[src/rtl/hazard_ctrl_pkg.sv]
// rtl/hazard_ctrl_pkg.sv - shared pipeline types and constants for hazard control
// Contents: md_state_e (HI/LO unit FSM encoding), REG_ZERO, reg_hit() helper.
package hazard_ctrl_pkg;

    typedef enum logic {
        MD_IDLE = 1'b0,
        MD_BUSY = 1'b1
    } md_state_e;

    localparam logic [4:0] REG_ZERO = 5'd0;

    // A producer only matters if it targets a real register; $0 is hardwired.
    function automatic logic reg_hit(input logic [4:0] src, input logic [4:0] dst);
        return (dst != REG_ZERO) && (dst == src);
    endfunction

endpackage

[src/rtl/hazard_ctrl_if.sv]
// rtl/hazard_ctrl_if.sv - pipeline-to-hazard-unit signal bundle
// master: pipeline side, drives decode/EX/MEM status, receives stall/flush/forward.
// slave:  hazard unit side, the reverse directions.
interface hazard_ctrl_if;
    logic [4:0] Rs_D, Rt_D;
    logic [4:0] writeRegE, writeRegM;
    logic       regWriteE, regWriteM;
    logic       memToRegE, memToRegM;
    logic       branchD, pcSrcD, jumpD;
    logic       mdStartE, mdUseD;
    logic       forwardAD, forwardBD;
    logic       stallF, stallD;
    logic       flushE, flushD;
    logic       mdBusy, mdDone;

    modport master (
        output Rs_D, Rt_D, writeRegE, writeRegM, regWriteE, regWriteM,
               memToRegE, memToRegM, branchD, pcSrcD, jumpD, mdStartE, mdUseD,
        input  forwardAD, forwardBD, stallF, stallD, flushE, flushD, mdBusy, mdDone
    );

    modport slave (
        input  Rs_D, Rt_D, writeRegE, writeRegM, regWriteE, regWriteM,
               memToRegE, memToRegM, branchD, pcSrcD, jumpD, mdStartE, mdUseD,
        output forwardAD, forwardBD, stallF, stallD, flushE, flushD, mdBusy, mdDone
    );
endinterface

[src/rtl/hazard_ctrl_md_tracker.sv]
// rtl/hazard_ctrl_md_tracker.sv - HI/LO multiply/divide occupancy tracker
// Ports: clk, reset (sync, active-high), md_start_i (op enters EX),
//        md_busy_o (unit occupied, MD_LATENCY cycles), md_done_o (1-cycle result pulse).
module md_tracker
    import hazard_ctrl_pkg::*;
#(
    parameter int MD_LATENCY = 32
) (
    input  logic clk,
    input  logic reset,
    input  logic md_start_i,
    output logic md_busy_o,
    output logic md_done_o
);

    localparam logic [5:0] CNT_LOAD = 6'(MD_LATENCY - 1);

    md_state_e  state_q, state_d;
    logic [5:0] cnt_q, cnt_d;
    logic       done_q, done_d;

    always_ff @(posedge clk) begin
        if (reset) begin
            state_q <= MD_IDLE;
            cnt_q   <= 6'd0;
            done_q  <= 1'b0;
        end else begin
            state_q <= state_d;
            cnt_q   <= cnt_d;
            done_q  <= done_d;
        end
    end

    // Starts are only accepted in IDLE, so a start seen on the final BUSY
    // cycle (or any BUSY cycle) is dropped rather than chained.
    always_comb begin
        state_d = state_q;
        cnt_d   = cnt_q;
        done_d  = 1'b0;
        case (state_q)
            MD_IDLE: begin
                if (md_start_i) begin
                    state_d = MD_BUSY;
                    cnt_d   = CNT_LOAD;
                end
            end
            MD_BUSY: begin
                if (cnt_q == 6'd0) begin
                    state_d = MD_IDLE;
                    done_d  = 1'b1;
                end else begin
                    cnt_d = cnt_q - 6'd1;
                end
            end
            default: state_d = MD_IDLE;
        endcase
    end

    assign md_busy_o = (state_q == MD_BUSY);
    assign md_done_o = done_q;

endmodule

[src/rtl/hazard_ctrl.sv]
// rtl/hazard_ctrl.sv - 5-stage pipeline hazard detection, branch forwarding, HI/LO interlock
// Ports: clk, reset (sync, active-high), hz (hazard_ctrl_if.slave): decode/EX/MEM
//        status in; forwardAD/BD, stallF/D, flushE/D, mdBusy, mdDone out.
module hazard_ctrl
    import hazard_ctrl_pkg::*;
#(
    parameter int MD_LATENCY = 32
) (
    input  logic          clk,
    input  logic          reset,
    hazard_ctrl_if.slave  hz
);

    logic lw_stall;
    logic br_stall;
    logic md_stall;
    logic stall;
    logic md_busy;
    logic md_done;

    md_tracker #(
        .MD_LATENCY (MD_LATENCY)
    ) u_md_tracker (
        .clk        (clk),
        .reset      (reset),
        .md_start_i (hz.mdStartE),
        .md_busy_o  (md_busy),
        .md_done_o  (md_done)
    );

    // Decode-stage comparator can take the MEM ALU result directly.
    assign hz.forwardAD = hz.regWriteM && reg_hit(hz.Rs_D, hz.writeRegM);
    assign hz.forwardBD = hz.regWriteM && reg_hit(hz.Rt_D, hz.writeRegM);

    // Load in EX: its data is not available until after MEM.
    assign lw_stall = hz.memToRegE && hz.regWriteE &&
                      (reg_hit(hz.Rs_D, hz.writeRegE) || reg_hit(hz.Rt_D, hz.writeRegE));

    // Branch compares in decode: any EX producer is too late, and a load in
    // MEM has no forwardable ALU result yet.
    assign br_stall = hz.branchD &&
                      ((hz.regWriteE &&
                        (reg_hit(hz.Rs_D, hz.writeRegE) || reg_hit(hz.Rt_D, hz.writeRegE))) ||
                       (hz.memToRegM &&
                        (reg_hit(hz.Rs_D, hz.writeRegM) || reg_hit(hz.Rt_D, hz.writeRegM))));

    // Gated by reset so a BUSY state about to be cleared cannot stall.
    assign md_stall = hz.mdUseD && md_busy && !reset;

    assign stall     = lw_stall || br_stall || md_stall;
    assign hz.stallF = stall;
    assign hz.stallD = stall;
    assign hz.flushE = stall;
    assign hz.flushD = (hz.pcSrcD || hz.jumpD) && !stall;

    assign hz.mdBusy = md_busy;
    assign hz.mdDone = md_done;

endmodule

[src/flat_wrapper.sv]
// flat-port wrapper written by rule: the top's interface ports become plain ports
module hazard_ctrl_flat import hazard_ctrl_pkg::*;
#(
    parameter int MD_LATENCY = 32
)
  (clk, reset, hz_Rs_D, hz_Rt_D, hz_writeRegE, hz_writeRegM, hz_regWriteE, hz_regWriteM, hz_memToRegE, hz_memToRegM, hz_branchD, hz_pcSrcD, hz_jumpD, hz_mdStartE, hz_mdUseD, hz_forwardAD, hz_forwardBD, hz_stallF, hz_stallD, hz_flushE, hz_flushD, hz_mdBusy, hz_mdDone);
  hazard_ctrl_if hz_i ();
  input  logic clk;
  input  logic reset;
  input wire logic [$bits(hz_i.Rs_D)-1:0] hz_Rs_D;
  input wire logic [$bits(hz_i.Rt_D)-1:0] hz_Rt_D;
  input wire logic [$bits(hz_i.writeRegE)-1:0] hz_writeRegE;
  input wire logic [$bits(hz_i.writeRegM)-1:0] hz_writeRegM;
  input wire logic [$bits(hz_i.regWriteE)-1:0] hz_regWriteE;
  input wire logic [$bits(hz_i.regWriteM)-1:0] hz_regWriteM;
  input wire logic [$bits(hz_i.memToRegE)-1:0] hz_memToRegE;
  input wire logic [$bits(hz_i.memToRegM)-1:0] hz_memToRegM;
  input wire logic [$bits(hz_i.branchD)-1:0] hz_branchD;
  input wire logic [$bits(hz_i.pcSrcD)-1:0] hz_pcSrcD;
  input wire logic [$bits(hz_i.jumpD)-1:0] hz_jumpD;
  input wire logic [$bits(hz_i.mdStartE)-1:0] hz_mdStartE;
  input wire logic [$bits(hz_i.mdUseD)-1:0] hz_mdUseD;
  output wire logic [$bits(hz_i.forwardAD)-1:0] hz_forwardAD;
  output wire logic [$bits(hz_i.forwardBD)-1:0] hz_forwardBD;
  output wire logic [$bits(hz_i.stallF)-1:0] hz_stallF;
  output wire logic [$bits(hz_i.stallD)-1:0] hz_stallD;
  output wire logic [$bits(hz_i.flushE)-1:0] hz_flushE;
  output wire logic [$bits(hz_i.flushD)-1:0] hz_flushD;
  output wire logic [$bits(hz_i.mdBusy)-1:0] hz_mdBusy;
  output wire logic [$bits(hz_i.mdDone)-1:0] hz_mdDone;
  assign hz_i.Rs_D = hz_Rs_D;
  assign hz_i.Rt_D = hz_Rt_D;
  assign hz_i.writeRegE = hz_writeRegE;
  assign hz_i.writeRegM = hz_writeRegM;
  assign hz_i.regWriteE = hz_regWriteE;
  assign hz_i.regWriteM = hz_regWriteM;
  assign hz_i.memToRegE = hz_memToRegE;
  assign hz_i.memToRegM = hz_memToRegM;
  assign hz_i.branchD = hz_branchD;
  assign hz_i.pcSrcD = hz_pcSrcD;
  assign hz_i.jumpD = hz_jumpD;
  assign hz_i.mdStartE = hz_mdStartE;
  assign hz_i.mdUseD = hz_mdUseD;
  assign hz_forwardAD = hz_i.forwardAD;
  assign hz_forwardBD = hz_i.forwardBD;
  assign hz_stallF = hz_i.stallF;
  assign hz_stallD = hz_i.stallD;
  assign hz_flushE = hz_i.flushE;
  assign hz_flushD = hz_i.flushD;
  assign hz_mdBusy = hz_i.mdBusy;
  assign hz_mdDone = hz_i.mdDone;
  hazard_ctrl #(.MD_LATENCY(MD_LATENCY)) u_core (.clk(clk), .reset(reset), .hz(hz_i));
endmodule
[config.mk]
export PLATFORM = sky130hd
export DESIGN_NAME = hazard_ctrl_flat
export DESIGN_NICKNAME = d
export VERILOG_FILES = /design/src/rtl/hazard_ctrl_pkg.sv /design/src/rtl/hazard_ctrl_if.sv /design/src/rtl/hazard_ctrl_md_tracker.sv /design/src/rtl/hazard_ctrl.sv /design/src/flat_wrapper.sv
export SDC_FILE = /design/constraint.sdc
export NUM_CORES = 1
export LEC_CHECK = 0
export CAP_MARGIN = 10
export CELL_PAD_IN_SITES_DETAIL_PLACEMENT = 1
export CELL_PAD_IN_SITES_GLOBAL_PLACEMENT = 2
export CORE_MARGIN = 2
export CORE_UTILIZATION = 21
export CTS_BUF_LIST = sky130_fd_sc_hd__clkbuf_8
export DETAILED_ROUTE_END_ITERATION = 10
export PLACE_DENSITY_LB_ADDON = 0.1
export SLEW_MARGIN = 40
export SYNTH_ARGS = -nofsm -noshare
export SYNTH_HDL_FRONTEND = slang
export SYNTH_HIERARCHICAL = 1
export SYNTH_SLANG_ARGS = --single-unit
[constraint.sdc]
create_clock -name clk -period 2.05 [get_ports clk]
set_input_delay 0.3075 -clock clk [delete_from_list [all_inputs] [get_ports clk]]
set_output_delay 0.3075 -clock clk [all_outputs]
set_load 0.02 [all_outputs]
Word level (Yosys, flattened, before mapping)
Index checks and enable logic that the tools add are counted.
Word-level totals
  register bits after elaboration: 8
  input bits: 31
  output and inout bits: 8
  word-level logic and storage cells: 45
Cells by class
  add/subtract/negate cells: 1
  equality and inequality tests: 6
  muxes and demuxes: 7
  bitwise gates (word level): 1
  reduce and logical (&&, ||, !) cells: 27
Operator list (count)
  $eq A5 B5 Y1: 4
  $logic_and A1 B1 Y1: 14
  $mux W6: 2
  $pmux W6 S2: 1
  $reduce_bool A5 Y1: 2
  $logic_not A6 Y1: 1
  $logic_or A1 B1 Y1: 6
  $sub A6 B1 Y6 const B: 1
  $ne A2 B2 Y1 const B: 2
  $mux W1: 3
  $logic_not A1 Y1: 2
  $pmux W1 S2: 1
  $reduce_and A2 Y1: 1
  $reduce_or A2 Y1: 1
  $not A1 Y1: 1

Logic depth before layout (Yosys ltp)
Gate-level depths: netlist of run 1.
  depth in word-level cells: 10
  gate-level depth with buffers: 6
  depth with buffers taken out: 5

By module
Netlist of run 1, hierarchy kept.
Modules (own cells, without submodules)
  md_tracker: instances 1, cells an instance 43, area an instance 414.1 µm², sequential area each 160.2 µm²
  hazard_ctrl: instances 1, cells an instance 45, area an instance 315.3 µm², sequential area each 0.0 µm²

Worst setup path before layout of run 1
Ideal clock, no wire load.
  kind: input-to-output
  start point: in hz_writeRegE[1]
  end point: out hz_stallD
  arrival time: 1498 ps
  required time: 1742 ps
  slack: 244 ps
  cell stages on the path: 5
  path buffers: 1
  cell sequence: or4_1 > o221ai_1 > o22a_2 > nand2_1 > buf_4
On the way
  cells in the longest elaborated chain, start to end: 8
  elaborated cells on any way between the ends: 12
  those cells by class: 2 x eq/ne; 10 x reduce/logical
RTL lines
  start, declared: RTL line flat_wrapper.sv:12  | input wire logic [$bits(hz_i.writeRegE)-1:0] hz_writeRegE;
  $eq A5 B5 Y1 or $reduce_bool A5 Y1 (tied branches): RTL line hazard_ctrl_pkg.sv:14  | return (dst != REG_ZERO) && (dst == src);
  $logic_and A1 B1 Y1: RTL line hazard_ctrl_pkg.sv:14
  $logic_or A1 B1 Y1 *: RTL line hazard_ctrl.sv:37, hazard_ctrl.sv:43
  $logic_and A1 B1 Y1: RTL line hazard_ctrl.sv:42  | ((hz.regWriteE &&
  $logic_or A1 B1 Y1: RTL line hazard_ctrl.sv:43  | (reg_hit(hz.Rs_D, hz.writeRegE) || reg_hit(hz.Rt_D, hz.writeRegE))) ||
  $logic_and A1 B1 Y1: RTL line hazard_ctrl.sv:41  | assign br_stall = hz.branchD &&
  $logic_or A1 B1 Y1 * (2 in a row): RTL line hazard_ctrl.sv:50  | assign stall = lw_stall || br_stall || md_stall;
  end, declared: RTL line flat_wrapper.sv:26  | output wire logic [$bits(hz_i.stallD)-1:0] hz_stallD;
Mark *: on every way between the ends. The rest lies on a longest branch, timed or not.

Worst setup path after layout of run 1
  start point: in hz_Rs_D[3]
  end point: out hz_flushD
On the way
  cells in the longest elaborated chain, start to end: 10
  elaborated cells on any way between the ends: 15
  those cells by class: 2 x eq/ne; 13 x reduce/logical
RTL lines
  start, declared: RTL line flat_wrapper.sv:10  | input wire logic [$bits(hz_i.Rs_D)-1:0] hz_Rs_D;
  $eq A5 B5 Y1: RTL line hazard_ctrl_pkg.sv:14
  $logic_and A1 B1 Y1: RTL line hazard_ctrl_pkg.sv:14
  $logic_or A1 B1 Y1, on equally long branches: RTL line hazard_ctrl.sv:37, hazard_ctrl.sv:43, hazard_ctrl.sv:45
  $logic_and A1 B1 Y1, on equally long branches: RTL line hazard_ctrl.sv:42, hazard_ctrl.sv:44
  $logic_or A1 B1 Y1: RTL line hazard_ctrl.sv:43
  $logic_and A1 B1 Y1: RTL line hazard_ctrl.sv:41
  $logic_or A1 B1 Y1 * (2 in a row): RTL line hazard_ctrl.sv:50
  $logic_not A1 Y1 *: RTL line hazard_ctrl.sv:54  | assign hz.flushD = (hz.pcSrcD || hz.jumpD) && !stall;
  $logic_and A1 B1 Y1 *: RTL line hazard_ctrl.sv:54
  end, declared: RTL line flat_wrapper.sv:28  | output wire logic [$bits(hz_i.flushD)-1:0] hz_flushD;
Marks and branches as above.

==> results.txt, run 1 <==
----------------------------------------------------
[Route]
  Violation count after the first detailed-routing iteration ... 23
  Wire length reported by the detailed router ... 2412 um
  DRT antenna net count ... 0
  Number of remaining DRC errors ... 0
  Via-per-instance ratio ... 4.446
  Detail-routed net length per standard cell ... 13.11 um
  Router iterations before antenna repair ... 3
  Via total after detailed routing ... 818

[Timing]
  Share of the clock period used by the worst path ... 96.98%
  Actual transition at the worst max-transition pin ... 0.3577 ns
  Unrepaired setup endpoints after global routing ... true
  Number of pins with negative max-slew slack in the final report ... 0
  Time the final worst path needs with I/O delays and setup ... 1.988 ns
  Final Skew ... 0.0003202 ns
  Slack of the critical path ... 0.06200 ns
  Highest achievable clock rate ... 503.0 MHz
  Final setup violation count ... 0
  Endpoints failing hold ... 0
  Max-slew headroom at the worst pin ... 75.53%

[Setup path]
  Cell depth of the worst flop-to-flop path ... 5
  Maximum fanout along the worst path ... 2
  Timing startpoint of the critical path ... hz_Rs_D[3]
  Worst setup path endpoint ... hz_flushD
  CP arrival ... 1.68 ns
  Flop-to-flop setup slack ... 0.31 ns
  Startpoint of the lowest-slack register-to-register path ... u_core/u_md_tracker/cnt_q[0]
  Category of the worst setup path capture point ... output pin
  Setup CP Type ... in2out
  Critical Path Source Type ... input pin
  R2R Path End ... u_core/u_md_tracker/cnt_q[1]
  Critical path data required time ... 1.74 ns

[Synthesis]
  Synthesized area divided by synthesized cell count ... 8.289 um^2
  Syn nets ... 121
  Post-synthesis cell count ... 88
  Post-synthesis register bit count ... 8
  Area fraction of the dominant cell type after synthesis ... 21.96%
  Number of distinct library cells after synthesis ... 33
  Most area-consuming cells after synthesis ... sky130_fd_sc_hd__dfxtp_1 22%, sky130_fd_sc_hd__xor2_1 19%, sky130_fd_sc_hd__nor3_1 5.5%, sky130_fd_sc_hd__a211oi_1 5.1%, sky130_fd_sc_hd__xnor2_1 4.8%
  Share of the yosys chip area belonging to registers ... 21.96%
  Number of warning messages in the yosys log ... 6
  Synth Cell Area ... 729.5 um^2
  Top cell type by total area after synthesis ... sky130_fd_sc_hd__dfxtp_1

[Die]
  Core region area ... 0.003337 mm^2
  Starting utilization of the core area ... 21.86%
  Die footprint ... 0.003961 mm^2
  Overall die width ... 62.94 um
  Floorplan die height ... 62.94 um
  Io pins ... 39
  Core Rows ... 21

[Place]
  Worst setup slack before clock tree synthesis ... -0.6276 ns
  Global placer's final weighted congestion ... 0.7116
  DPL Wire Length ... 2087 um
  Count of port buffers added during placement ... 38
  Area post-placement ... 0.001239 mm^2

[CTS]
  H-Tree Level Count ... 1
  Number of sinks on the clock net ... 8
  CTS max path bufs ... 2
  Clock tree from TritonCTS ... yes
  Root Buffer Master ... sky130_fd_sc_hd__clkbuf_8
  Number of buffers inserted by hold repair at cts ... 0
  Clk pin slew, worst setup/hold paths ... 0.04 ns
  Clock latency on the worst-skew pair ... 0.23 ns
  TritonCTS Buffers ... 3

[GRT]
  Number of antenna violations at the first check in global routing ... 0
  Global-route wire length before repair ... 3926 um
  Overall track demand over capacity in global routing ... 12.65%
  Total overflow reported by the global router ... 0
  Largest net degree at the start of global routing ... 13
  Via count of the first global-routing pass ... 872

[Status]
  Result of the run ... completed

[Hold path]
  Kind of path behind the tightest hold check ... reg2reg

[Flow run]
  Max Cap Viol ... 0

[Finish]
  Ant diodes ... 0
  Commonest cells after routing, fill and taps aside ... 16 x sky130_fd_sc_hd__clkdlybuf4s50_1, 16 x sky130_fd_sc_hd__buf_4, 16 x sky130_fd_sc_hd__xor2_1
  Share of cells above drive strength 1 ... 24.64%
  Total non-filler cell area in the finished layout ... 0.001303 mm^2
  Final-stage net count ... 173
  Area overhead of the layout relative to synthesis ... 78.56%

[Power]
  Areal power density over the cells ... 485.8 mW/mm^2
  Leak Pwr ... 0.5879 nW
  Total power ... 0.6327 mW
  Worst vdd ir ... 0.1874 mV

----------------------------------------------------
[kinds of logic after synthesis]
family	count (synthesis)	synth area share [%]
AND/OR/NAND/NOR	33	25.90
buffers and inverters	8	6.173
flip-flops	8	21.95
AO/OA/AOI/OAI	17	18.53
XOR/XNOR	20	24.01
adder cells (fa/ha/maj)	2	3.430
[critical path, cell delays in order]
cell                              delay, ns
sky130_fd_sc_hd__clkdlybuf4s50_1       0.51
sky130_fd_sc_hd__xor2_1                0.16
sky130_fd_sc_hd__nor2_1                0.07
sky130_fd_sc_hd__a22oi_2               0.17
sky130_fd_sc_hd__o22a_2                0.19
sky130_fd_sc_hd__o211a_1               0.16
sky130_fd_sc_hd__buf_6                 0.12
[state kept, by name, summed over array words and instances, names as in the netlist]
name and flops:
u_core/u_md_tracker/md_done_o 1, u_core/u_md_tracker/cnt_q 6, u_core/u_md_tracker/md_busy_o 1
[Yosys cell counts, drive strengths merged]
master / number
xnor2: 4
o211a: 2
o221ai: 1
a21o: 1
nand2b: 1
nor4b: 2
nor2: 7
clkbuf: 1
inv: 3
o22ai: 1
a22oi: 1
or3b: 1
a211oi: 5
nor2b: 1
xor2: 16
and4bb: 1
buf: 4
dfxtp: 8
a21oi: 2
ha: 2
or4b: 1
o22a: 1
nand2: 5
or4: 1
a31o: 1
nand3: 3
a311o: 1
nor3: 9
a2111oi: 1
and3: 1
[metal layers]
layer / global-route usage, % / up-vias / part of all wire [%] / wire [um]
li1: - / 417 / - / -
met1: 15.03 / 378 / 44 / 1055
met2: 22.47 / 23 / 51 / 1234
met3: 3.604 / 0 / 5.1 / 122
met4: 2.500 / 0 / 0 / 0
met5: 0 / - / 0 / 0
[metrics by stage]
stage | TNS [ns] | std cells | hold WS (ns) | utilization [%]
after floorplan | 0 | 88 | 0.4673 | -
after global placement | -3.343 | 181 | 0.5001 | 37.12
after detailed placement | -3.369 | 181 | 0.5098 | 37.12
after CTS | -0.02882 | 184 | 0.5163 | 38.47
after global routing | -0.03912 | 184 | 0.5551 | 39.03
final | 0 | 184 | 0.5115 | 39.03
[layout make-up]
class,count,area [um^2]
inverters,3,11.26
repair buffers,52,475.5
multi-input cells,72,556.8
flip-flops and latches,8,160.2
well taps,46,57.56
fillers,426,2034
clock buffers,3,41.29
[worst min path at each step]
| stage | from | end | slack (ns) | cells after the start |
|---|---|---|---|---|
| final | u_core/u_md_tracker/cnt_q[4] | u_core/u_md_tracker/cnt_q[4] | 0.51 | 1 |
| after global routing | u_core/u_md_tracker/cnt_q[4] | u_core/u_md_tracker/cnt_q[4] | 0.56 | 1 |
| after CTS | u_core/u_md_tracker/cnt_q[4] | u_core/u_md_tracker/cnt_q[4] | 0.52 | 1 |
| after detailed placement | u_core/u_md_tracker/cnt_q[4] | u_core/u_md_tracker/cnt_q[4] | 0.51 | 1 |
| after global placement | u_core/u_md_tracker/cnt_q[4] | u_core/u_md_tracker/cnt_q[4] | 0.50 | 1 |
| after floorplan | u_core/u_md_tracker/cnt_q[4] | u_core/u_md_tracker/cnt_q[4] | 0.47 | 1 |
[what timing repair did]
action,CTS,global route
gates resized for setup,44,9
setup endpoints to repair,6,6
hold endpoints to repair,0,0
pin swaps,11,10
setup buffers,0,0
[power breakdown]
part	internal, mW	total [mW]	switching [mW]
clock network	0.127	0.186	0.0590
logic	0.140	0.258	0.118
registers	0.172	0.189	0.0166
total	0.439	0.633	0.194
(Power assumes the default switching activity.)
==> run 2, diff against run 1 <==
--- a/config.mk
+++ b/config.mk
@@ -5,7 +5,6 @@
 export SDC_FILE = /design/constraint.sdc
 export NUM_CORES = 1
 export LEC_CHECK = 0
-export CAP_MARGIN = 10
 export CELL_PAD_IN_SITES_DETAIL_PLACEMENT = 1
 export CELL_PAD_IN_SITES_GLOBAL_PLACEMENT = 2
 export CORE_MARGIN = 2
==> results of run 2 <==
No change in the layout: final DEF, timing and power equal those of run 1.
==> run 3, diff against run 2 <==
--- a/config.mk
+++ b/config.mk
@@ -5,6 +5,7 @@
 export SDC_FILE = /design/constraint.sdc
 export NUM_CORES = 1
 export LEC_CHECK = 0
+export CAP_MARGIN = 20
 export CELL_PAD_IN_SITES_DETAIL_PLACEMENT = 1
 export CELL_PAD_IN_SITES_GLOBAL_PLACEMENT = 2
 export CORE_MARGIN = 2
==> results of run 3 <==
No change in the layout: final DEF, timing and power equal those of run 1.
==> edit 1 (settings of run 1) <==
Reset style: asynchronous (`reset`), changed in one clocked block.
--- a/src/rtl/hazard_ctrl_md_tracker.sv
+++ b/src/rtl/hazard_ctrl_md_tracker.sv
@@ -19,7 +19,7 @@
     logic [5:0] cnt_q, cnt_d;
     logic       done_q, done_d;
 
-    always_ff @(posedge clk) begin
+    always_ff @(posedge clk or posedge reset) begin
         if (reset) begin
             state_q <= MD_IDLE;
             cnt_q   <= 6'd0;
Behaviour: differs if reset is asserted again (counterexample within 4 cycles, from zero or initial values and one cycle with reset high); with reset held inactive, the same outputs for 10 cycles.
==> edit 1 against run 1 <==
Clock skew rose by 0.0020 ns. Sequential cell count did not move. Final area rose by 1.4%. Fmax rose by 0.30%. Setup slack improved by 0.0060 ns. Count of clock-buffer cells in the layout did not move. Area after synthesis rose by 2.4%. Sequential share of layout area rose by 2.9 points. Register-to-register slack improved by 0.02 ns. Worst hold slack got worse by 0.13 ns. Routed wire length rose by 2.2%. Largest cell class unchanged.
Power is not compared: it rests on default switching activity, and its combinational part moved more than twofold at a synthesized area within 25%.
==> edit 1: results (changes against run 1) <==
Global route
  • Number of global-route vias before repair: 920 (was 872)
  • Total GRT Usage: 13.44% (was 12.65%)
  • Met2 Use GR: 22.89% (was 22.47%)
  • M1 GR Usage: 16.54% (was 15.03%)
  • Global-route wire length before repair: 4.195 mm (was 3.926 mm)
  • Largest net degree at the start of global routing: 10 (was 13)

Worst setup path
  • CP delay by family, top: simple AND/OR/NAND/NOR gates (was buffers and inverters)
  • Worst r2r dst: u_core/u_md_tracker/cnt_q[2]$_DFFE_PP0P_ (was u_core/u_md_tracker/cnt_q[1]$_SDFFE_PP0P_)
  • Largest stage delay on the critical path: 0.54 ns (was 0.51 ns)
  • Critical path startpoint: hz_writeRegE[4] (was hz_Rs_D[3])
  • Reg2reg start: u_core/u_md_tracker/cnt_q[3]$_DFFE_PP0P_ (was u_core/u_md_tracker/cnt_q[0]$_SDFFE_PP0P_)
  • Worst r2r path cells: 3 (was 5)

Yosys
  • Synth area leaders: dfrtp_1 27%, xor2_1 19%, nor2_1 5.0% (was dfxtp_1 22%, xor2_1 19%, nor3_1 5.5%)
  • Post-synth ARST share: 100.0% (was 0%)
  • Seq/Total Area, Yosys: 26.80% (was 21.96%)
  • Post-Syn Nets: 120 (was 121)
  • Top cells by count, synth: 16 x xor2_1, 10 x nor2_1, 8 x dfrtp_1, 6 x nand2_1, 6 x nor3_1 (was 16 x xor2_1, 8 x dfxtp_1, 8 x nor3_1, 7 x nor2_1)
  • Top_reg_cell synth: dfrtp_1 (was dfxtp_1)

Cells and area
  • Largest register FFs: 6 (unchanged)
  • Share of cells above drive strength 1: 25.55% (was 24.64%)
  • Fin nets: 172 (was 173)

Drt
  • WL final: 2.464 mm (was 2.412 mm)
  • Metal2 WL: 1.255 mm (was 1.234 mm)
  • Metal3 WL: 128 microns (was 122 microns)
  • Wl on met1: 1.069 mm (was 1.055 mm)
  • Initial detailed-routing violation count: 13 (was 23)
  • First-pass DRT Iterations: 4 (was 3)
  • Drt via density: 4.492 (was 4.446)
  • DR top layer: met4 (was met3)

Run status
  • Status: finished, final reports clean (unchanged)

Min path
  • Hold Path Class: in2async (was reg2reg)

STA
  • Setup Skew: 0.002313 ns (was 0.0003202 ns)

Placement
  • Final GP Congestion: 0.7711 (was 0.7116)
  • Dpl hpwl: 2.089 mm (was 2.087 mm)
-- edit 1: cell families (layout without fill, tap and decap cells) --
| logic type | count (synthesis) | count (layout) | share of synthesized area, % |
|---|---|---|---|
| and+or+nand+nor | 36 | 36 | 24.96 |
| xor gates and xnor gates | 20 | 20 | 23.45 |
| AOI/OAI and AO/OA | 13 | 13 | 15.58 |
| DFF | 8 | 8 | 26.80 |
| buffers and inverters | 7 | 57 | 4.522 |
| adders and majority gates | 2 | 2 | 3.350 |
| muxes | 1 | 1 | 1.340 |
-- edit 1: per-stage QoR --
stage	util [%]	area (sq um)	instances	worst slack [ns]	TNS, ns
6_report	38.98	1321	183	0.06801	0
5_1_grt	38.98	1321	183	0.001446	0
4_1_cts	37.95	1286	183	0.01650	0
3_5_place_dp	36.95	1252	180	-0.6144	-3.366
3_3_place_gp	36.95	1252	180	-0.6202	-3.327
2_1_floorplan	-	747.0	87	0.2443	0
-- edit 1: power by group --
group | leakage, nW | total, mW | switching (mW) | internal, mW
clock | 0.0216 | 0.192 | 0.0641 | 0.127
combinational | 0.495 | 0.541 | 0.265 | 0.276
sequential | 0.0941 | 0.311 | 0.0785 | 0.233
total | 0.611 | 1.04 | 0.407 | 0.636
-- edit 1: layout make-up --
| class | instances | area [sq um] | area share [%] |
|---|---|---|---|
| multi-input combinational | 72 | 559.3 | 42.33 |
| tap | 46 | 57.56 | 4.356 |
| timing repair buffer | 49 | 444.2 | 33.62 |
| inverter | 5 | 18.77 | 1.420 |
| clock buffer | 3 | 41.29 | 3.125 |
| sequential | 8 | 200.2 | 15.15 |
-- edit 1: timing repair --
item,4_1_cts,5_1_grt
setup endpoints to repair,6,5
hold buffers,0,0
resized for setup,49,8
buffers inserted,0,0
pin swaps,11,6
==> edit 2 (flow settings as in run 1) <==
Made on the original files. The package constant `REG_ZERO` goes from 5'd0 to 5'd1.
--- a/src/rtl/hazard_ctrl_pkg.sv
+++ b/src/rtl/hazard_ctrl_pkg.sv
@@ -7,7 +7,7 @@
         MD_BUSY = 1'b1
     } md_state_e;
 
-    localparam logic [4:0] REG_ZERO = 5'd0;
+    localparam logic [4:0] REG_ZERO = 5'd1;
 
     // A producer only matters if it targets a real register; $0 is hardwired.
     function automatic logic reg_hit(input logic [4:0] src, input logic [4:0] dst);
Check against the original RTL: not equivalent (a bounded check fails within 4 cycles, from zero or initial values and one cycle with reset high).
==> edit 2 against run 1 <==
Die area up 0.49%. Routed wire length up 5.5%. Largest cell class unchanged. Core utilization up 1.4 points. Power up 2.7%. Setup slack better by 0.015 ns. Sequential cell count unchanged. Final area up 3.6%. Area after synthesis up 0.51%. Fmax up 0.74%.
==> edit 2: results (changes against run 1) <==
Drt
  • WL per Instance: 13.75 microns (was 13.11 microns)
  • Initial detailed-routing violation count: 16 (was 23)
  • Vias: 830 (was 818)
  • First-pass DRT Iterations: 4 (was 3)

Cells and area
  • Largest reg by FF count: u_core/u_md_tracker/cnt_q (unchanged)
  • Fin nets: 174 (was 173)
  • Share of cells above drive strength 1: 30.94% (was 24.64%)
  • Fillers: 406 (was 426)

Power
  • Worst IR drop on VDD: 266.4 uV (was 187.4 uV)
  • Leakage: 0.6175 nW (was 0.5879 nW)

Yosys
  • Seq/Total Area, Yosys: 21.84% (was 21.96%)
  • Post-Syn Nets: 120 (was 121)
  • Top cells by count, synth: 16 x xor2_1, 8 x dfxtp_1, 7 x nor3_1, 6 x nor2_1, 5 x a211oi_1 (was 16 x xor2_1, 8 x dfxtp_1, 8 x nor3_1, 7 x nor2_1)
  • Synth area leaders: dfxtp_1 22%, xor2_1 19%, a211oi_1 5.1% (was dfxtp_1 22%, xor2_1 19%, nor3_1 5.5%)
  • Library cells used by synthesis: 34 (was 33)

Placement
  • Dpl hpwl: 2.193 mm (was 2.087 mm)
  • Final GP Congestion: 0.7675 (was 0.7116)

Min path
  • WHS Path Cells: 1 (unchanged)
  • Hold endpoint: u_core/u_md_tracker/cnt_q[4]$_SDFFE_PP0P_ (unchanged)

Clocking
  • Root buffer cell: clkbuf_8 (unchanged)

STA
  • Setup Skew: 0.005643 ns (was 0.0003202 ns)
  • Final hold slack: 0.5134 ns (was 0.5115 ns)
  • Relative slew slack: 75.07% (was 75.53%)

Global route
  • Number of global-route vias before repair: 894 (was 872)
  • Total GRT Usage: 14.03% (was 12.65%)
  • Global-route wire length before repair: 4.326 mm (was 3.926 mm)

Worst setup path
  • Largest stage delay on the critical path: 0.54 ns (was 0.51 ns)
  • Worst r2r path cells: 5 (unchanged)
  • Worst r2r dst: u_core/u_md_tracker/cnt_q[1]$_SDFFE_PP0P_ (unchanged)
  • Slowest-stage cell, CP: or4b_4 (was clkdlybuf4s50_1)

Run status
  • Status: finished, final reports clean (unchanged)
[edit 2: metal layers]
layer | share of wire [%] | vias up | track usage, %
met3 | 5.1 | 0 | 4.821
met4 | 0 | 0 | 3.333
li1 | - | 421 | -
met2 | 49 | 22 | 23.67
met1 | 46 | 387 | 17.05
met5 | 0 | - | 0
[edit 2: worst max path at each step]
stage	start	end	slack (ns)
finish	hz_writeRegE[3]	hz_flushD	0.08
global route	hz_writeRegE[3]	hz_flushD	0.006
CTS	hz_writeRegM[3]	hz_flushD	0.009
detailed placement	hz_writeRegM[1]	hz_stallF	-0.68
global placement	hz_writeRegM[1]	hz_flushE	-0.68
floorplan	hz_writeRegE[2]	hz_stallD	0.24
[edit 2: layout make-up]
class,instances,area [sq um],area share (%)
clock buffers,3,41.29,3.058
multi-input cells,71,601.8,44.58
inverters,3,11.26,0.8341
repair buffers,54,478.0,35.40
flip-flops and latches,8,160.2,11.86
well taps,46,57.56,4.263
[edit 2: critical path, delay by kind of cell]
family,cells,cell delay [ns]
simple gates,1,0.54
compound gates,3,0.46
buf+inv,2,0.36
[edit 2: per-stage QoR]
stage / std cells / area (sq um) / total power, mW / setup slack (ns) / util [%]
global placement: 182 / 1257 / 0.4500 / -0.6788 / 37.68
floorplan: 87 / 733.2 / 0.3200 / 0.2446 / -
finish: 185 / 1350 / 0.6498 / 0.07656 / 40.46
detailed placement: 182 / 1257 / 0.4567 / -0.6797 / 37.68
global route: 185 / 1350 / 0.7011 / 0.005795 / 40.46
CTS: 185 / 1296 / 0.6516 / 0.009478 / 38.85
[edit 2: power breakdown]
group	internal [mW]	leakage (nW)	switching (mW)
sequential	0.172	0.0664	0.0163
combinational	0.144	0.530	0.125
clock	0.127	0.0216	0.0643
[edit 2: cells by family after synthesis]
logic type | Yosys count | share of synthesized area [%]
AND/OR/NAND/NOR | 32 | 26.28
XOR/XNOR | 20 | 23.89
AO/OA/AOI/OAI | 17 | 18.43
buffers and inverters | 8 | 6.142
flip-flops | 8 | 21.84
adder cells (fa/ha/maj) | 2 | 3.412
[edit 2: what timing repair did]
| action | CTS | global route |
|---|---|---|
| cloned | 0 | 0 |
| hold endpoints to repair | 0 | 0 |
| hold buffers | 0 | 0 |
| setup endpoints to repair | 6 | 5 |
| pin swaps | 12 | 11 |
| resized for setup | 48 | 17 |
